### src/rtl/gray_bcd_pkg.sv
// Shared types and helpers for the Gray/binary-to-BCD converter.
// Also holds the digit-count helper used by the elaboration-time width check.
package gray_bcd_pkg;

  typedef enum logic [1:0] {
    IDLE,
    SHIFT,
    DONE
  } gb_state_t;

  // Fewest decimal digits needed to represent 2**w-1
  function automatic int bcd_digits(int w);
    longint unsigned m;
    int d;
    m = (longint'(1) << w) - 1;
    d = 1;
    while (m > 9) begin
      m = m / 10;
      d++;
    end
    return d;
  endfunction

endpackage

### src/rtl/gray_bcd_seq_if.sv
// Valid/ready bundle between the code source, the converter and the display.
// The master side feeds codes and accepts results; the slave is the converter.
interface gray_bcd_seq_if #(
  parameter int GRAY_W = 8,
  parameter int DIGITS = 3
);

  logic              in_valid;
  logic              in_ready;
  logic [GRAY_W-1:0] code_in;
  logic              bin_mode;
  logic              out_valid;
  logic              out_ready;
  logic [4*DIGITS-1:0] bcd_out;
  logic              busy;

  modport master (
    output in_valid,
    output code_in,
    output bin_mode,
    output out_ready,
    input  in_ready,
    input  out_valid,
    input  bcd_out,
    input  busy
  );

  modport slave (
    input  in_valid,
    input  code_in,
    input  bin_mode,
    input  out_ready,
    output in_ready,
    output out_valid,
    output bcd_out,
    output busy
  );

endinterface

### src/rtl/gray_to_bin.sv
// Combinational Gray-to-binary decode.
// Each binary bit is the XOR of all Gray bits at or above it.
module gray_to_bin #(
  parameter int W = 8
) (
  input  logic [W-1:0] gray_i,
  output logic [W-1:0] bin_o
);

  for (genvar i = 0; i < W; i++) begin : g_bit
    assign bin_o[i] = ^gray_i[W-1:i];
  end

endmodule

### src/rtl/gray_bcd_seq.sv
// Multi-cycle double-dabble converter: Gray or binary code in, packed BCD out.
// One input bit is consumed per SHIFT cycle; the result is held until taken.
module gray_bcd_seq
  import gray_bcd_pkg::*;
#(
  parameter int GRAY_W = 8,
  parameter int DIGITS = 3
) (
  input  logic clk,
  input  logic rst,
  gray_bcd_seq_if.slave bus
);

  localparam int BW = 4 * DIGITS;
  localparam int CW = $clog2(GRAY_W + 1);

  if (GRAY_W < 2) begin : g_wchk
    $error("gray_bcd_seq: GRAY_W must be at least 2");
  end
  if (DIGITS < bcd_digits(GRAY_W)) begin : g_dchk
    $error("gray_bcd_seq: DIGITS too small for GRAY_W");
  end

  gb_state_t         state_q, state_d;
  logic [CW-1:0]     cnt_q, cnt_d;
  logic [GRAY_W-1:0] bin_q, bin_d;
  logic [BW-1:0]     bcd_q, bcd_d;
  logic [BW-1:0]     out_q, out_d;

  logic [GRAY_W-1:0]    bin_g;
  logic [BW-1:0]        adj;
  logic [BW+GRAY_W-1:0] sh;
  logic                 in_rdy, out_vld, busy;

  gray_to_bin #(.W(GRAY_W)) u_g2b (
    .gray_i(bus.code_in),
    .bin_o (bin_g)
  );

  // Add-3 correction: each digit >=5 gets +3, no carry between digits
  always_comb begin
    adj = bcd_q;
    for (int i = 0; i < DIGITS; i++) begin
      if (bcd_q[4*i +: 4] >= 4'd5)
        adj[4*i +: 4] = bcd_q[4*i +: 4] + 4'd3;
    end
  end

  // Next-state, datapath update and handshake outputs
  always_comb begin
    state_d = state_q;
    cnt_d   = cnt_q;
    bin_d   = bin_q;
    bcd_d   = bcd_q;
    out_d   = out_q;
    in_rdy  = 1'b0;
    out_vld = 1'b0;
    busy    = 1'b0;
    sh      = {adj, bin_q} << 1;
    unique case (state_q)
      IDLE: begin
        in_rdy = 1'b1;
        if (bus.in_valid) begin
          bin_d   = bus.bin_mode ? bus.code_in : bin_g;
          bcd_d   = '0;
          cnt_d   = CW'(GRAY_W);
          state_d = SHIFT;
        end
      end
      SHIFT: begin
        busy  = 1'b1;
        bcd_d = sh[BW+GRAY_W-1:GRAY_W];
        bin_d = sh[GRAY_W-1:0];
        cnt_d = cnt_q - 1'b1;
        if (cnt_q == CW'(1)) begin
          out_d   = sh[BW+GRAY_W-1:GRAY_W];
          state_d = DONE;
        end
      end
      DONE: begin
        out_vld = 1'b1;
        if (bus.out_ready)
          state_d = IDLE;
      end
      default: state_d = IDLE;
    endcase
  end

  // All state and datapath registers
  always_ff @(posedge clk or posedge rst) begin
    if (rst) begin
      state_q <= IDLE;
      cnt_q   <= '0;
      bin_q   <= '0;
      bcd_q   <= '0;
      out_q   <= '0;
    end else begin
      state_q <= state_d;
      cnt_q   <= cnt_d;
      bin_q   <= bin_d;
      bcd_q   <= bcd_d;
      out_q   <= out_d;
    end
  end

  assign bus.in_ready  = in_rdy;
  assign bus.out_valid = out_vld;
  assign bus.busy      = busy;
  assign bus.bcd_out   = out_q;

endmodule

### src/flat_wrapper.sv
// flat-port wrapper written by rule: the top's interface ports become plain ports
module gray_bcd_seq_flat import gray_bcd_pkg::*;
#(
  parameter int GRAY_W = 8,
  parameter int DIGITS = 3
)
  (clk, rst, bus_in_valid, bus_code_in, bus_bin_mode, bus_out_ready, bus_in_ready, bus_out_valid, bus_bcd_out, bus_busy);
  gray_bcd_seq_if #(.GRAY_W(GRAY_W), .DIGITS(DIGITS)) bus_i ();
  input  logic clk;
  input  logic rst;
  input wire logic [$bits(bus_i.in_valid)-1:0] bus_in_valid;
  input wire logic [$bits(bus_i.code_in)-1:0] bus_code_in;
  input wire logic [$bits(bus_i.bin_mode)-1:0] bus_bin_mode;
  input wire logic [$bits(bus_i.out_ready)-1:0] bus_out_ready;
  output wire logic [$bits(bus_i.in_ready)-1:0] bus_in_ready;
  output wire logic [$bits(bus_i.out_valid)-1:0] bus_out_valid;
  output wire logic [$bits(bus_i.bcd_out)-1:0] bus_bcd_out;
  output wire logic [$bits(bus_i.busy)-1:0] bus_busy;
  assign bus_i.in_valid = bus_in_valid;
  assign bus_i.code_in = bus_code_in;
  assign bus_i.bin_mode = bus_bin_mode;
  assign bus_i.out_ready = bus_out_ready;
  assign bus_in_ready = bus_i.in_ready;
  assign bus_out_valid = bus_i.out_valid;
  assign bus_bcd_out = bus_i.bcd_out;
  assign bus_busy = bus_i.busy;
  gray_bcd_seq #(.GRAY_W(GRAY_W), .DIGITS(DIGITS)) u_core (.clk(clk), .rst(rst), .bus(bus_i));
endmodule
### config.mk
export PLATFORM = sky130hd
export DESIGN_NAME = gray_bcd_seq_flat
export DESIGN_NICKNAME = d
export VERILOG_FILES = /design/src/rtl/gray_bcd_pkg.sv /design/src/rtl/gray_bcd_seq_if.sv /design/src/rtl/gray_to_bin.sv /design/src/rtl/gray_bcd_seq.sv /design/src/flat_wrapper.sv
export SDC_FILE = /design/constraint.sdc
export NUM_CORES = 1
export LEC_CHECK = 0
export BUFFER_PORTS_ARGS = -buffer_cell sky130_fd_sc_hd__buf_2
export CORE_MARGIN = 4
export CORE_UTILIZATION = 60
export DETAILED_ROUTE_END_ITERATION = 10
export GPL_TIMING_DRIVEN = 0
export PLACE_DENSITY = 0.94
export SYNTH_ARGS = -nofsm -noshare
export SYNTH_HDL_FRONTEND = slang
export SYNTH_HIERARCHICAL = 1
export SYNTH_SLANG_ARGS = --single-unit
### constraint.sdc
create_clock -name clk -period 3 [get_ports clk]
set_input_delay 0.45 -clock clk [delete_from_list [all_inputs] [get_ports clk]]
set_output_delay 0.45 -clock clk [all_outputs]
set_load 0.005 [all_outputs]
==> results_dict.tcl, run 1 <==
set metrics [dict create \
    postCtsSetupBuffers 0 \
    start_kind "input pin" \
    firstDrtPassIters 4 \
    grt_pass1_wl_um 6880 \
    maxCapViolCount 0 \
    worstSetupPathType "in -> reg" \
    p_leak_uw 0.00108 \
    clock_sinks 38 \
    startpoint "bus_code_in[7]" \
    dieWidth_um 66.3 \
    drtIter0Drc 113 \
    cts_tree "built" \
    dpl.cell_count 271 \
    seqPwrFrac_pct 42.1 \
    wl_per_cell_um 14.3 \
    synthFlopType "dfrtp_1" \
    holdCritPathClass "in -> async" \
    relSlewSlack_pct 48.5 \
    syn2layout_area_growth_pct 12.0 \
    cts_made_buffers 5 \
    ant_nets 0 \
    r2r_setup_slack_ns 1.21 \
    power.switching_uw 839 \
    routed_via_density 5.63 \
    gp_congestion 0.816 \
    fmax_mhz 533 \
    diodes 0 \
    cts_resized 0 \
    row_count 20 \
    hold_buffers 0 \
    rsz0062_at_grt "false" \
    ys_seq_area_share_pct 46.7 \
    endpoint_kind "register" \
    nets 255 \
    grt_pass1_vias 1526 \
    synth_area_leaders "dfrtp_1, o21ai_0, mux2_2, nand2_1, ha_1" \
    worst_pin_slew_ns 0.771 \
    initial_core_util_pct 64.6 \
    skew_ns 0.0144 \
    status "finished clean" \
    finalSetupTns_ns 0 \
    fp.dieH_um 66.3 \
    cts_root_buf "clkbuf_4" \
    cts_htree_levels 2 \
    dieArea_um2 4390 \
    cp.required_ns 3.23 \
    whs_ns 0.235 \
    setup_viol 0 \
    min_period_ns 1.88 \
    clock_path_buffers 2 \
    vdd_drop_max_mv 0.542 \
    p_clk_share_pct 13.1 \
    yosys_warnings 6 \
    core_area_um2 3150 \
    power_density_nw_per_um2 920 \
    finalNonFillerCells 279 \
    drive_above_1_share_pct 26.8 \
    grt_usage_pct 20.9 \
    crit_fanout 4 \
    netlist_area_um2 2040 \
    synth-async-reset-ratio_pct 100 \
    hold_viol 0 \
    syn-num-nets 222 \
    intPower_uw 1260 \
    drc 0 \
    dr_total_vias 1571 \
    wl_um 3990 \
    worstReg2RegStart "u_core/bcd_q[4]$_DFFE_PP0P_" \
    insertion_delay_ns 0.34 \
    ff2ff_path_depth 6 \
    grt_max_degree 39 \
    numPortBuffers 26 \
    power.share.switching_pct 40.0 \
    synth_edf_count 0 \
    synth-seq-cells 38 \
    antenna_found_initial 0 \
    slew_violations 0 \
    hpwl_um 2810 \
    gr-total-overflow 0 \
    finalCritPeriodShare_pct 62.5 \
    synth_cell_type_count 34 \
    arrival_ns 2.11 \
    synth_top_area_share_pct 46.7 \
    avgSynthCellArea_um2 10.1 \
    io_pins 28 \
    path_clk_slew_ns 0.11 \
    synth_cells 201 \
    combPwrFrac_pct 44.8 \
    synth_top_cell_by_area "dfrtp_1" \
]
logic make-up (layout without fill, tap and decap cells):
kind of cell,count (synthesis),in the layout,synth area share [%]
fa+ha+maj,8,8,4.92
flops,38,38,46.7
buf+inv,21,55,5.53
compound gates,55,55,15.8
xor+xnor,12,12,7.07
simple gates,54,54,12.8
mux,13,13,7.13
area by class of cell:
type,count,area (µm²)
Multi-Input combinational cell,142,972
Sequential cell,38,951
Clock inverter,1,5.00
Timing Repair Buffer,26,130
Buffer,10,71.3
Tap cell,44,55.1
Inverter,11,41.3
Fill cell,226,872
Clock buffer,7,55.1
metrics by stage:
| stage | power, µW | cell area (µm²) | setup slack (ns) | utilization [%] |
|---|---|---|---|---|
| floorplan | 1540 | 2040 | 0.964 | - |
| global placement | 1770 | 2220 | 0.796 | 70.4 |
| detailed placement | 1820 | 2220 | 0.750 | 70.4 |
| CTS | 2100 | 2280 | 1.12 | 72.3 |
| global route | 2290 | 2280 | 1.04 | 72.3 |
| finish | 2100 | 2280 | 1.12 | 72.3 |
placed cells by master (no fill, tap or decap), drive strengths merged, types with 2 or more instances in the layout:
cell    netlist  routed
a21oi         9       9
a22o          2       2
a22oi         7       7
buf           7      33
clkbuf        3      10
dfrtp        38      38
ha            8       8
inv          11      11
mux2         12      12
nand2        33      33
nand2b        5       5
nand3         4       4
nor3          3       3
nor3b         6       6
o21ai        35      35
xnor2         6       6
xor2          4       4
cells in the mapped netlist (all sizes together), types with 2 or more instances:
library cell and n:
a21oi 9, mux2 12, xnor2 6, nand3 4, ha 8, inv 11, buf 7, nor3 3
a22o 2, nand2 33, xor2 4, o21ai 35, nand2b 5, a22oi 7, clkbuf 3, nor3b 6
dfrtp 38
power by group through the flow:
| stage | sequential (µW) | clock, µW | combinational [µW] |
|---|---|---|---|
| 3_3_place_gp | 875 | 0 | 892 |
| 5_1_grt | 910 | 303 | 1070 |
| 6_report | 883 | 275 | 940 |
| 3_5_place_dp | 886 | 0 | 935 |
| 2_1_floorplan | 859 | 0 | 677 |
| 4_1_cts | 878 | 281 | 942 |
layer usage:
metal | wire length, µm | global-route usage [%] | vias up | share of wire, %
met5 | 0 | 0 | - | 0
met4 | 102 | 9.64 | 0 | 2.6
met3 | 152 | 4.25 | 11 | 3.8
met2 | 2030 | 33.7 | 31 | 51
met1 | 1700 | 26.8 | 768 | 43
li1 | - | - | 761 | -
path summary, 6_finish.rpt:
kind / endpoint
max in group asynchronous: u_core/bin_q[3]$_DFFE_PP0P_
min in group clk: u_core/state_q[1]$_DFFE_PP0P_
worst max register to register: u_core/bcd_q[6]$_DFFE_PP0P_
worst min register to register: u_core/bus.bcd_out[11]$_DFFE_PP0P_
worst min-delay path: u_core/bcd_q[1]$_DFFE_PP0P_
worst max-delay path: u_core/bin_q[1]$_DFFE_PP0P_
registers in the layout, summed over array words and instances (netlist names):
signal,count
u_core/bcd_q,12
u_core/bus.bcd_out,12
u_core/bin_q,8
u_core/cnt_q,4
u_core/state_q,2
worst max-delay path, cell delays in order:
cell and delay [ns]:
buf_2 0.11, xor3_2 0.48, xnor3_2 0.43, xor2_1 0.16
mux2_2 0.25, a22oi_1 0.13, o21ai_0 0.09
Note: power is estimated with default switching activity, not from simulation.
==> run 2, diff against run 1 <==
--- a/config.mk
+++ b/config.mk
@@ -7,10 +7,10 @@
 export LEC_CHECK = 0
 export BUFFER_PORTS_ARGS = -buffer_cell sky130_fd_sc_hd__buf_2
 export CORE_MARGIN = 4
-export CORE_UTILIZATION = 60
+export CORE_UTILIZATION = 51
 export DETAILED_ROUTE_END_ITERATION = 10
 export GPL_TIMING_DRIVEN = 0
-export PLACE_DENSITY = 0.94
+export PLACE_DENSITY = 0.86
 export SYNTH_ARGS = -nofsm -noshare
 export SYNTH_HDL_FRONTEND = slang
 export SYNTH_HIERARCHICAL = 1
==> constraint.sdc (replaced) <==
create_clock -name clk -period 1.7 [get_ports clk]
set_input_delay 0.255 -clock clk [delete_from_list [all_inputs] [get_ports clk]]
set_output_delay 0.255 -clock clk [all_outputs]
set_load 0.005 [all_outputs]
==> run 2 against run 1 <==
Final cell count is 2.9% higher. First-iteration DRC count grew 20%. Clock skew shrank 0.0073 ns. Critical endpoint is now u_core/bus.bcd_out[2]$_DFFE_PP0P_. Non-clock buffer count grew 4. Largest cell class unchanged. Flip-flop and latch count stayed put. Clock power is 130% higher. Total power grew 92%.
==> results_dict.tcl, run 2 (same netlist as run 1, synthesis figures left out) <==
set metrics [dict create \
    start_kind "register" \
    rr_endpoint "u_core/bus.bcd_out[2]$_DFFE_PP0P_" \
    arrival_ns 1.84 \
    finalSetupTns_ns 0 \
    path_cells "inv_1 -> ha_1 -> nand2b_1 -> a21oi_2 -> mux2_2 -> o21ai_0" \
    most-common-layout-cells "dfrtp_1, o21ai_0, nand2_1, buf_2, mux2_2" \
    skew_ns 0.00711 \
    io_pins 28 \
    nets 259 \
    numPortBuffers 26 \
    r2r_setup_slack_ns 0.07 \
    grt_usage_pct 17.1 \
    hold_viol 0 \
    worst_pin_slew_ns 0.785 \
    dr_total_vias 1614 \
    clock_sinks 38 \
    wl_per_cell_um 15.0 \
    fp.dieH_um 71.2 \
    fmax_mhz 613 \
    drtIter0Drc 136 \
    power_density_nw_per_um2 1690 \
    grt_pass1_wl_um 6870 \
    dieArea_um2 5070 \
    fill_cells 297 \
    finalNonFillerCells 287 \
    insertion_delay_ns 0.29 \
    syn2layout_area_growth_pct 17.0 \
    drive_above_1_share_pct 30.1 \
    crit_fanout 3 \
    min_period_ns 1.63 \
    drc 0 \
    endpoint_kind "register" \
    maxCapViolCount 0 \
    slowest_stage "mux2_2" \
    routed_via_density 5.62 \
    setup_viol 0 \
    cts_tree "built" \
    hpwl_um 2820 \
    cts_htree_levels 2 \
    wl_um 4310 \
    whs_ns 0.103 \
    grt_pass1_vias 1539 \
    gp_congestion 0.804 \
    cts_made_buffers 5 \
    status "finished clean" \
    vdd_drop_max_mv 0.877 \
    slowest_delay_ns 0.38 \
    core_area_um2 3770 \
    relSlewSlack_pct 47.6 \
    ant_nets 0 \
    row_count 22 \
    cts_root_buf "clkbuf_8" \
    grt_max_degree 39 \
    ff2ff_path_depth 6 \
    initial_core_util_pct 54.0 \
    cp.required_ns 1.91 \
    finalCritPeriodShare_pct 95.9 \
    holdCritPathClass "in -> async" \
    post-place-ws_ns -0.218 \
    firstDrtPassIters 5 \
    dpl.cell_count 275 \
    layout_commonest_cell "dfrtp_1" \
    diodes 0 \
    worstReg2RegStart "u_core/bcd_q[1]$_DFFE_PP0P_" \
    worstSetupPathType "reg -> reg" \
    p_leak_uw 0.00112 \
    clock_path_buffers 2 \
    slew_violations 0 \
    antenna_found_initial 0 \
    gr-total-overflow 0 \
    setup_ws_ns 0.0694 \
    path_clk_slew_ns 0.07 \
    dieWidth_um 71.2 \
]
run 2: cell types whose count changed in the layout (fill, tap and decap cells not counted), sizes merged:
cell / before / now
buf: 33 / 37
run 2: per-layer routing:
metal	part of all wire, %	track usage (%)	vias up
met5	0	0	-
met4	2.3	6.47	0
met1	43	21.7	793
met3	4.8	5.26	10
li1	-	-	762
met2	50	27.2	49
run 2: timing repair:
action,4_1_cts,5_1_grt
pin swaps,0,2
gates cloned,0,0
buffers inserted,0,4
endpoints found under the setup margin,4,6
hold buffers,0,0
gates resized for setup,2,7
run 2: area by class of cell:
cell class	instances	area [µm²]	area share, %
multi-input cells	142	1010	42.3
flip-flops and latches	38	951	39.9
repair buffers	30	160	6.72
clock buffers	7	86.3	3.62
plain buffers	10	71.3	2.99
well taps	48	60.1	2.52
inverters	11	41.3	1.73
clock inverters	1	5.00	0.210
run 2: worst max-delay path, delay by kind of cell (launching register included):
kind	cells	cell delay, ns
muxes	1	0.38
adders and majority gates	1	0.19
buffers and inverters	1	0.10
AOI/OAI and AO/OA	2	0.34
and+or+nand+nor	1	0.16
DFF	1	0.37
run 2: stage by stage:
stage,utilization [%],total power (µW),instance area [µm²]
3_5_place_dp,59.0,3220,2230
3_3_place_gp,59.0,3120,2230
6_report,63.2,4020,2380
4_1_cts,61.6,3890,2320
2_1_floorplan,-,2710,2040
5_1_grt,63.2,4330,2380
run 2: worst max path at each step:
stage / start / end / slack [ns] / cells after the start
after floorplan: bus_code_in[7] / u_core/bin_q[1]$_DFFE_PP0P_ / 0.01 / 6
after global placement: bus_code_in[7] / u_core/bin_q[1]$_DFFE_PP0P_ / -0.18 / 7
after detailed placement: bus_code_in[7] / u_core/bin_q[1]$_DFFE_PP0P_ / -0.22 / 7
after CTS: u_core/bcd_q[0]$_DFFE_PP0P_ / u_core/bus.bcd_out[2]$_DFFE_PP0P_ / 0.02 / 6
after global routing: u_core/bcd_q[8]$_DFFE_PP0P_ / u_core/bus.bcd_out[10]$_DFFE_PP0P_ / -0.01 / 6
final: u_core/bcd_q[1]$_DFFE_PP0P_ / u_core/bus.bcd_out[2]$_DFFE_PP0P_ / 0.07 / 6
run 2: report_power, final:
part	internal (µW)	switching, µW	leakage, µW
clock network	327	311	0.0000482
logic	843	986	0.000581
registers	1270	284	0.000489
